File: config.mk
export PLATFORM = sky130hd
export DESIGN_NAME = psum_accum_buffer_flat
export DESIGN_NICKNAME = d
export VERILOG_FILES = /design/src/rtl/psum_accum_buffer_if.sv /design/src/rtl/psum_accum_buffer.sv /design/src/flat_wrapper.sv
export SDC_FILE = /design/constraint.sdc
export NUM_CORES = 1
export LEC_CHECK = 0
export BUFFER_PORTS_ARGS = -buffer_cell sky130_fd_sc_hd__buf_2
export CAP_MARGIN = 20
export CORE_MARGIN = 1
export CORE_UTILIZATION = 52
export CTS_CLUSTER_SIZE = 10
export DETAILED_ROUTE_END_ITERATION = 12
export PLACE_DENSITY = 0.71
export SYNTH_ARGS = -nofsm -noshare
export SYNTH_HDL_FRONTEND = slang
export SYNTH_SLANG_ARGS = --single-unit
File: constraint.sdc
create_clock -name clk_i -period 11.7 [get_ports clk_i]
set_input_delay 1.17 -clock clk_i [delete_from_list [all_inputs] [get_ports clk_i]]
set_output_delay 1.17 -clock clk_i [all_outputs]
set_load 0.1 [all_outputs]
File: src/rtl/psum_accum_buffer_if.sv
// psum_accum_buffer_if
//   Bundles the job-control, upstream fill and downstream drain signals of the
//   partial-sum accumulation buffer. Clock and reset stay outside as plain ports.
//   slave  : the buffer side (psum_accum_buffer)
//   master : the controller / upstream / downstream side (e.g. a testbench)
//   Signals:
//     start_i, num_psums_i, passes_i   job request and its configuration
//     enable_i, data_i, ready_o        upstream psum handshake
//     enable_o, data_o, ready_i        downstream drain handshake
//     busy_o, done_o                   job status
interface psum_accum_buffer_if #(
  parameter int DATA_BITWIDTH = 20,
  parameter int ADDR_BITWIDTH = 4
);
  logic                     start_i;
  logic [ADDR_BITWIDTH:0]   num_psums_i;
  logic [3:0]               passes_i;
  logic                     enable_i;
  logic [DATA_BITWIDTH-1:0] data_i;
  logic                     ready_o;
  logic                     enable_o;
  logic [DATA_BITWIDTH-1:0] data_o;
  logic                     ready_i;
  logic                     busy_o;
  logic                     done_o;

  modport slave (
    input  start_i, num_psums_i, passes_i, enable_i, data_i, ready_i,
    output ready_o, enable_o, data_o, busy_o, done_o
  );

  modport master (
    output start_i, num_psums_i, passes_i, enable_i, data_i, ready_i,
    input  ready_o, enable_o, data_o, busy_o, done_o
  );
endinterface

File: src/rtl/psum_accum_buffer.sv
// psum_accum_buffer
//   Holds up to DEPTH partial sums. A job fills num_psums entries, then adds
//   (passes-1) further rounds of psums onto them with saturating arithmetic,
//   and finally drains the accumulated entries in address order.
//   Ports:
//     clk_i  : clock, all state on rising edge
//     rst_ni : asynchronous active-low reset
//     bus    : slave modport of psum_accum_buffer_if (control, fill, drain, status)
//   DEPTH must equal 2**ADDR_BITWIDTH.
module psum_accum_buffer #(
  parameter int DATA_BITWIDTH = 20,
  parameter int DEPTH         = 16,
  parameter int ADDR_BITWIDTH = 4
) (
  input logic                 clk_i,
  input logic                 rst_ni,
  psum_accum_buffer_if.slave  bus
);

  localparam int DW = DATA_BITWIDTH;
  localparam logic [ADDR_BITWIDTH:0] NUM_ONE = (ADDR_BITWIDTH+1)'(1);

  typedef enum logic [1:0] {IDLE, FILL, DRAIN} state_t;

  state_t state, state_nxt;

  logic [DW-1:0]            mem [DEPTH];
  logic [ADDR_BITWIDTH-1:0] wr_addr, rd_addr;
  logic [3:0]               pass_cnt, passes_q;
  logic [ADDR_BITWIDTH:0]   num_q;
  logic                     done_q;

  logic          start_ok, start_nop;
  logic          fill_xfer, drain_xfer;
  logic          last_entry, last_pass, last_rd;
  logic [DW:0]   sum;
  logic [DW-1:0] sat_val, wr_data, rd_data;

  // Degenerate jobs (nothing to fill or no passes) complete immediately.
  assign start_ok  = (state == IDLE) && bus.start_i &&
                     (bus.num_psums_i != '0) && (bus.passes_i != '0);
  assign start_nop = (state == IDLE) && bus.start_i &&
                     ((bus.num_psums_i == '0) || (bus.passes_i == '0));

  assign fill_xfer  = (state == FILL)  && bus.enable_i;
  assign drain_xfer = (state == DRAIN) && bus.ready_i;

  assign last_entry = ({1'b0, wr_addr} == (num_q - NUM_ONE));
  assign last_pass  = (pass_cnt == (passes_q - 4'd1));
  assign last_rd    = ({1'b0, rd_addr} == (num_q - NUM_ONE));

  // Sign-extended add one bit wider; overflow shows as top two bits differing,
  // and the top bit then tells which rail to clamp to.
  assign sum     = {mem[wr_addr][DW-1], mem[wr_addr]} + {bus.data_i[DW-1], bus.data_i};
  assign sat_val = (sum[DW] != sum[DW-1]) ?
                   (sum[DW] ? {1'b1, {(DW-1){1'b0}}} : {1'b0, {(DW-1){1'b1}}}) :
                   sum[DW-1:0];
  assign wr_data = (pass_cnt == '0) ? bus.data_i : sat_val;
  assign rd_data = mem[rd_addr];

  // State register
  always_ff @(posedge clk_i or negedge rst_ni) begin
    if (!rst_ni) state <= IDLE;
    else         state <= state_nxt;
  end

  // Next-state logic
  always_comb begin
    state_nxt = state;
    case (state)
      IDLE:    if (start_ok) state_nxt = FILL;
      FILL:    if (fill_xfer && last_entry && last_pass) state_nxt = DRAIN;
      DRAIN:   if (drain_xfer && last_rd) state_nxt = IDLE;
      default: state_nxt = IDLE;
    endcase
  end

  // Outputs, all decoded from state except the registered done pulse
  always_comb begin
    bus.ready_o  = (state == FILL);
    bus.enable_o = (state == DRAIN);
    bus.busy_o   = (state != IDLE);
    bus.data_o   = (state == DRAIN) ? rd_data : '0;
    bus.done_o   = done_q;
  end

  // Address / pass counters, latched config, done pulse
  always_ff @(posedge clk_i or negedge rst_ni) begin
    if (!rst_ni) begin
      wr_addr  <= '0;
      rd_addr  <= '0;
      pass_cnt <= '0;
      num_q    <= '0;
      passes_q <= '0;
      done_q   <= 1'b0;
    end else begin
      done_q <= start_nop || (drain_xfer && last_rd);
      if (start_ok) begin
        num_q    <= bus.num_psums_i;
        passes_q <= bus.passes_i;
        wr_addr  <= '0;
        pass_cnt <= '0;
      end
      if (fill_xfer) begin
        if (last_entry) begin
          wr_addr  <= '0;
          pass_cnt <= pass_cnt + 4'd1;
          if (last_pass) rd_addr <= '0;
        end else begin
          wr_addr <= wr_addr + 1'b1;
        end
      end
      if (drain_xfer) rd_addr <= rd_addr + 1'b1;
    end
  end

  // Entry storage has no reset: the first pass always overwrites.
  always_ff @(posedge clk_i) begin
    if (fill_xfer) mem[wr_addr] <= wr_data;
  end

endmodule

File: src/flat_wrapper.sv
// flat-port wrapper written by rule: the top's interface ports become plain ports
module psum_accum_buffer_flat 
#(
  parameter int DATA_BITWIDTH = 20,
  parameter int DEPTH         = 16,
  parameter int ADDR_BITWIDTH = 4
)
  (clk_i, rst_ni, bus_start_i, bus_num_psums_i, bus_passes_i, bus_enable_i, bus_data_i, bus_ready_i, bus_ready_o, bus_enable_o, bus_data_o, bus_busy_o, bus_done_o);
  psum_accum_buffer_if #(.DATA_BITWIDTH(DATA_BITWIDTH), .ADDR_BITWIDTH(ADDR_BITWIDTH)) bus_i ();
  input logic clk_i;
  input logic rst_ni;
  input wire logic [$bits(bus_i.start_i)-1:0] bus_start_i;
  input wire logic [$bits(bus_i.num_psums_i)-1:0] bus_num_psums_i;
  input wire logic [$bits(bus_i.passes_i)-1:0] bus_passes_i;
  input wire logic [$bits(bus_i.enable_i)-1:0] bus_enable_i;
  input wire logic [$bits(bus_i.data_i)-1:0] bus_data_i;
  input wire logic [$bits(bus_i.ready_i)-1:0] bus_ready_i;
  output wire logic [$bits(bus_i.ready_o)-1:0] bus_ready_o;
  output wire logic [$bits(bus_i.enable_o)-1:0] bus_enable_o;
  output wire logic [$bits(bus_i.data_o)-1:0] bus_data_o;
  output wire logic [$bits(bus_i.busy_o)-1:0] bus_busy_o;
  output wire logic [$bits(bus_i.done_o)-1:0] bus_done_o;
  assign bus_i.start_i = bus_start_i;
  assign bus_i.num_psums_i = bus_num_psums_i;
  assign bus_i.passes_i = bus_passes_i;
  assign bus_i.enable_i = bus_enable_i;
  assign bus_i.data_i = bus_data_i;
  assign bus_i.ready_i = bus_ready_i;
  assign bus_ready_o = bus_i.ready_o;
  assign bus_enable_o = bus_i.enable_o;
  assign bus_data_o = bus_i.data_o;
  assign bus_busy_o = bus_i.busy_o;
  assign bus_done_o = bus_i.done_o;
  psum_accum_buffer #(.DATA_BITWIDTH(DATA_BITWIDTH), .DEPTH(DEPTH), .ADDR_BITWIDTH(ADDR_BITWIDTH)) u_core (.clk_i(clk_i), .rst_ni(rst_ni), .bus(bus_i));
endmodule
Word-level counts from Yosys, hierarchy flattened --
Memories as Yosys holds them, arrays and structs flattened. Cells that the tools add are included.
Storage, ports and cells: output and inout bits 24, memories 1, RAM bits 320, bits of input ports 34, register bits 24, word-level logic and storage cells 67
Memory list:
- u_core.mem | depth 16, bits a word 20, rd ports 2, clocked after memory_dff 0, write ports 1, RTL line psum_accum_buffer.sv:27 | logic [DW-1:0] mem [DEPTH];
Cells by class: muxes and demuxes 20, add/sub/neg operators 6, equal/unequal tests 9, reduce and logical (&&, ||, !) cells 24
Operator list (number):
- 20-bit 2-to-1 mux | 4
- 4-bit 2-to-1 mux | 10
- 20-bit by 20-bit adder with 21-bit output | 1
- 4-bit by 1-bit adder with 4-bit output (second input constant) | 3
- 4-bit by 5-bit equality test with 1-bit output | 2
- 2-bit nonzero test | 5
- 1-bit logical AND | 9
- 4-bit logical NOT | 2
- 2-bit 2-to-1 mux | 3
- 2-bit by 1-bit != test with 1-bit output (second input constant) | 3
- 2-bit case mux with 3 select lines | 1
- 3-bit AND reduction | 2
- 5-bit logical NOT | 1
- 5-bit nonzero test | 1
- 5-bit by 1-bit subtractor with 5-bit output (second input constant) | 1
- 4-bit equality test | 1
- 4-bit nonzero test | 1
- 4-bit by 1-bit subtractor with 4-bit output (second input constant) | 1
- 2-bit by 1-bit equality test with 1-bit output (second input constant) | 1
- 2-bit equality test (second input constant) | 1
- 2-bit logical NOT | 1
- 1-bit logical OR | 2
- 1-bit 2-to-1 mux | 2
- 1-bit != test | 1

Longest topological paths before layout --
depth in word-level cells 7, gate-level depth with buffers 17, gate-level depth less buffers 13

Worst setup path after synthesis --
OpenSTA, ideal clock, no wires.
path type register -> register, start reg u_core.wr_addr[0], end mem u_core.mem[0][4] (netlist bit), data pin, setup time 0.330 ns, buffers on the path 3, slack 7.087 ns, clock period less this slack 4.613 ns, cell stages (with the launch flop) 15, arrival 4.282 ns, required time 11.370 ns, path through dfrtp_1 -> clkbuf_1 -> buf_1 -> mux4_2 -> mux4_2 -> ha_1 -> buf_2 -> a21oi_1 -> nand2_1 -> a211oi_2 -> a21oi_2 -> a21oi_2 -> mux2_4 -> nand2_1 -> o21ai_0
Between the ends: longest elaborated chain between the ends 5, elaborated cells between the ends (all ways) 6, those cells by class 1 x add/sub; 1 x eq/ne; 3 x mux; 1 x memory
RTL lines:
- from (decl) | RTL line psum_accum_buffer.sv:28 | logic [ADDR_BITWIDTH-1:0] wr_addr, rd_addr;
- from (signal assigned) | RTL line psum_accum_buffer.sv:110 | wr_addr <= wr_addr + 1'b1;
- memory 16 x 20 bit (*)
- 20-bit by 20-bit adder with 21-bit output (*) | RTL line psum_accum_buffer.sv:54 | assign sum = {mem[wr_addr][DW-1], mem[wr_addr]} + {bus.data_i[DW-1], bus.data_i};
- 20-bit 2-to-1 mux or 1-bit != test (tied branches) | RTL line psum_accum_buffer.sv:56, psum_accum_buffer.sv:55
- 20-bit 2-to-1 mux (*) | RTL line psum_accum_buffer.sv:55 | assign sat_val = (sum[DW] != sum[DW-1]) ?
- 20-bit 2-to-1 mux (*) | RTL line psum_accum_buffer.sv:58 | assign wr_data = (pass_cnt == '0) ? bus.data_i : sat_val;
- net u_core.wr_data[4] | RTL line psum_accum_buffer.sv:37 | logic [DW-1:0] sat_val, wr_data, rd_data;
- to (decl) | RTL line psum_accum_buffer.sv:27
Mark *: on every way through the listed nets, which the timed path passes. The rest lies on a longest branch.

Worst setup path in the final report --
start reg u_core.wr_addr[0], end mem u_core.mem[4][18] (netlist bit), data pin
The elaborated chain is that of the path after synthesis.

==> results.json <==
{
  "status": "finished, final reports clean",
  "fin_area_sq_um": 19330,
  "crit_required_ns": 11.97,
  "core_area_sq_um": 32700,
  "maxCapViolCount": 0,
  "synth_top_family_by_area": "multiplexers",
  "rsz0062_at_grt": "no",
  "cts_tree": "yes",
  "synth-edff-count": 320,
  "critPathCaptureType": "register",
  "rows": 66,
  "ctsHoldBuffers": 0,
  "syn-num-nets": 1047,
  "grt_usage_pct": 26.27,
  "post_cts_buffers": 0,
  "synth_area_leaders": "edfxtp_1 (55%), mux4_2 (26%), dfrtp_1 (3.5%)",
  "firstDrtPassIters": 5,
  "synth_top_area_share_pct": 55.28,
  "ys_ff_latch": 344,
  "grt_overflow": 0,
  "place_area_sq_um": 18260,
  "fin_crit_sh_pct": 51.30,
  "hpwl_mm": 26.30,
  "crit_path_max_fanout": 45,
  "layout.nets": 1116,
  "die_height_microns": 184.8,
  "io_buffers": 57,
  "routedWlPerCell_microns": 28.34,
  "clk_pin_slew_ns": 0.06,
  "finClkSkew_ns": 0.01596,
  "numCtsBuffers": 40,
  "synth_compound_area_share_pct": 3.909,
  "synthMuxAreaShare_pct": 26.20,
  "yosys_most_used_dff": "edfxtp_1",
  "drc_errors": 0,
  "yosys.area_share.simple_pct": 5.334,
  "postSynthAreaPerCell_sq_um": 17.68,
  "post_synth_fa_ha_maj_area_fraction_pct": 2.203,
  "grt_pass1_vias": 9905,
  "tns_ns": 0,
  "slew_headroom_pct": 26.13,
  "dp.cells": 1451,
  "viasPerCell": 6.552,
  "syn_area_sq_um": 17380,
  "drtIter0Drc": 951,
  "yosys.area.top_type": "edfxtp_1",
  "p_leak_nw": 6.327,
  "clk_latency_ns": 0.53,
  "antenna_cells": 0,
  "synth-xor-area-share_pct": 1.512,
  "yosysSeqAreaShare_pct": 58.74,
  "hold_viol": 0,
  "syn_to_final_growth_pct": 11.20,
  "antenna_found_initial": 0,
  "ys_async_sr_fraction_pct": 6.977,
  "initial_utilization_pct": 53.15,
  "cp_data_arrival_time_ns": 6.27,
  "worstSetupStartpointType": "register",
  "drive_above_1_share_pct": 35.82,
  "slew_viol_final": 0,
  "htree_levels": 2,
  "post_cts_resize_count": 0,
  "hold_class": "reg -> reg",
  "synthCells": 983,
  "fin_cells": 1503,
  "worstMarginPinSlew_ns": 1.108,
  "setup_viol": 0,
  "clock_sinks": 344,
  "die_w_microns": 184.8,
  "yosysWarnings": 0,
  "fmax_mhz": 166.6,
  "ios": 58,
  "gp_congestion": 0.8693,
  "vdd_drop_max_mv": 0.1646,
  "cts_root_buf": "clkbuf_16",
  "ant_nets": 0,
  "fp.dieArea_sq_um": 34160,
  "post-layout-total-power_mw": 5.571,
  "clk_path_buf_depth": 3,
  "vias": 9847,
  "grt_pass1_wl_mm": 63.97,
  "wl_mm": 42.60,
  "p_per_area_nw_per_um2": 288.2,
  "grt_start_max_net_pins": 50,
  "crit_type": "reg -> reg",
  "fin_crit_ns": 6.002,
  "synth_cell_types": 60,
  "fin_util_pct": 59.11
}
[kinds of logic after synthesis]
group,Yosys count
AOI/OAI and AO/OA,94
xor gates and xnor gates,30
adders and majority gates,30
buffers and inverters,85
DFF,344
muxes,204
and+or+nand+nor,196
[path summary, 6_finish.rpt]
path	start	end	slack, ns	cells past startpoint
max in group asynchronous	rst_ni	u_core.wr_addr[0]	10.63	1
min	u_core.passes_q[3]	u_core.passes_q[3]	0.51	2
max reg2reg	u_core.wr_addr[0]	u_core.mem[4][18]	5.70	15
max	u_core.wr_addr[0]	u_core.mem[4][18]	5.70	15
min reg2reg	u_core.passes_q[3]	u_core.passes_q[3]	0.51	2
min in group asynchronous	rst_ni	u_core.passes_q[1]	0.63	1
[placed cells by master, fill, tap and decap left out, types with 4 or more instances in the layout]
cell,netlist,final
edfxtp_1,320,320
mux4_2,200,200
nand2_1,65,65
buf_2,18,57
nor2_1,52,40
clkbuf_16,0,40
buf_4,2,33
ha_1,29,29
and2_1,23,23
o21ai_0,22,22
inv_1,20,20
xnor2_1,19,19
dfrtp_1,24,17
a21oi_1,13,13
nor2_2,0,12
a21oi_2,12,12
nand3_1,11,11
xor2_1,11,11
nor3_1,14,10
a21o_1,8,8
o21ai_1,7,7
nand4_1,7,7
clkbuf_1,32,7
nand3b_1,6,6
o31ai_1,4,4
nand2b_1,4,4
dfrtp_4,0,4
[report_power, final]
part / switching (mW) / internal (mW)
Combinational: 1.38 / 1.11
Clock: 0.454 / 0.613
Sequential: 0.180 / 1.83
[synth_stat cells, types with 2 or more instances]
cell,count
nand2_1,65
nor2_1,52
mux2_4,2
nor3_1,14
a21oi_1,13
mux4_2,200
clkbuf_1,32
or4_1,2
nand3b_1,6
xnor2_1,19
buf_2,18
nor2b_1,4
nand4_1,7
buf_1,10
o21ai_0,22
o21ai_1,7
or2_2,2
xor2_1,11
o31ai_1,4
buf_4,2
nand2b_1,4
a21o_1,8
inv_1,20
and2_1,23
or3_1,3
o2111ai_1,2
ha_1,29
nand3_1,11
dfrtp_1,24
a21oi_2,12
edfxtp_1,320
a211oi_1,2
o21a_1,3
mux2i_1,2
a31oi_1,3
[state kept, by name, summed over array words and instances, names as in the netlist]
| register | count |
|---|---|
| u_core.bus.done_o | 1 |
| u_core.mem | 320 |
| u_core.num_q | 5 |
| u_core.pass_cnt | 4 |
| u_core.passes_q | 4 |
| u_core.rd_addr | 4 |
| u_core.state | 2 |
| u_core.wr_addr | 4 |
[metal layers]
metal  global-route usage, %  up-vias  wire length, microns
li1                        -     4175                     -
met1                   36.95     5190                 17320
met2                   42.62      407                 20990
met3                   4.168       75                  3187
met4                   8.099        0                  1104
met5                       0        -                     0
[worst max-delay path: stages, from the launching register on]
cell,delay [ns]
dfrtp_4,0.98
buf_4,0.81
mux4_2,0.60
mux4_2,0.49
ha_1,0.24
inv_1,0.09
fa_1,0.20
nor2b_1,0.07
o31ai_1,0.35
a21boi_1,0.17
o21ai_0,0.30
nand2_1,0.13
mux2_4,0.38
nand2_1,0.24
o21ai_0,0.35
buf_4,0.30
[final cells by class]
type                    instances  area (sq um)
well taps                     442         553.0
inverters                      22         82.58
repair buffers                 90         533.0
clock inverters                 4         32.53
multi-input cells             554          6872
flip-flops and latches        344         10230
clock buffers                  47          1027
fillers                      2406         13370
[through the flow]
step / setup WS, ns / hold slack (ns)
final: 5.698 / 0.5054
after global routing: 5.253 / 0.5352
after CTS: 5.667 / 0.5082
after detailed placement: 5.682 / 0.4913
after global placement: 5.395 / 0.4855
after floorplan: 7.087 / 0.4655
Power figures use the tool's default switching activity.
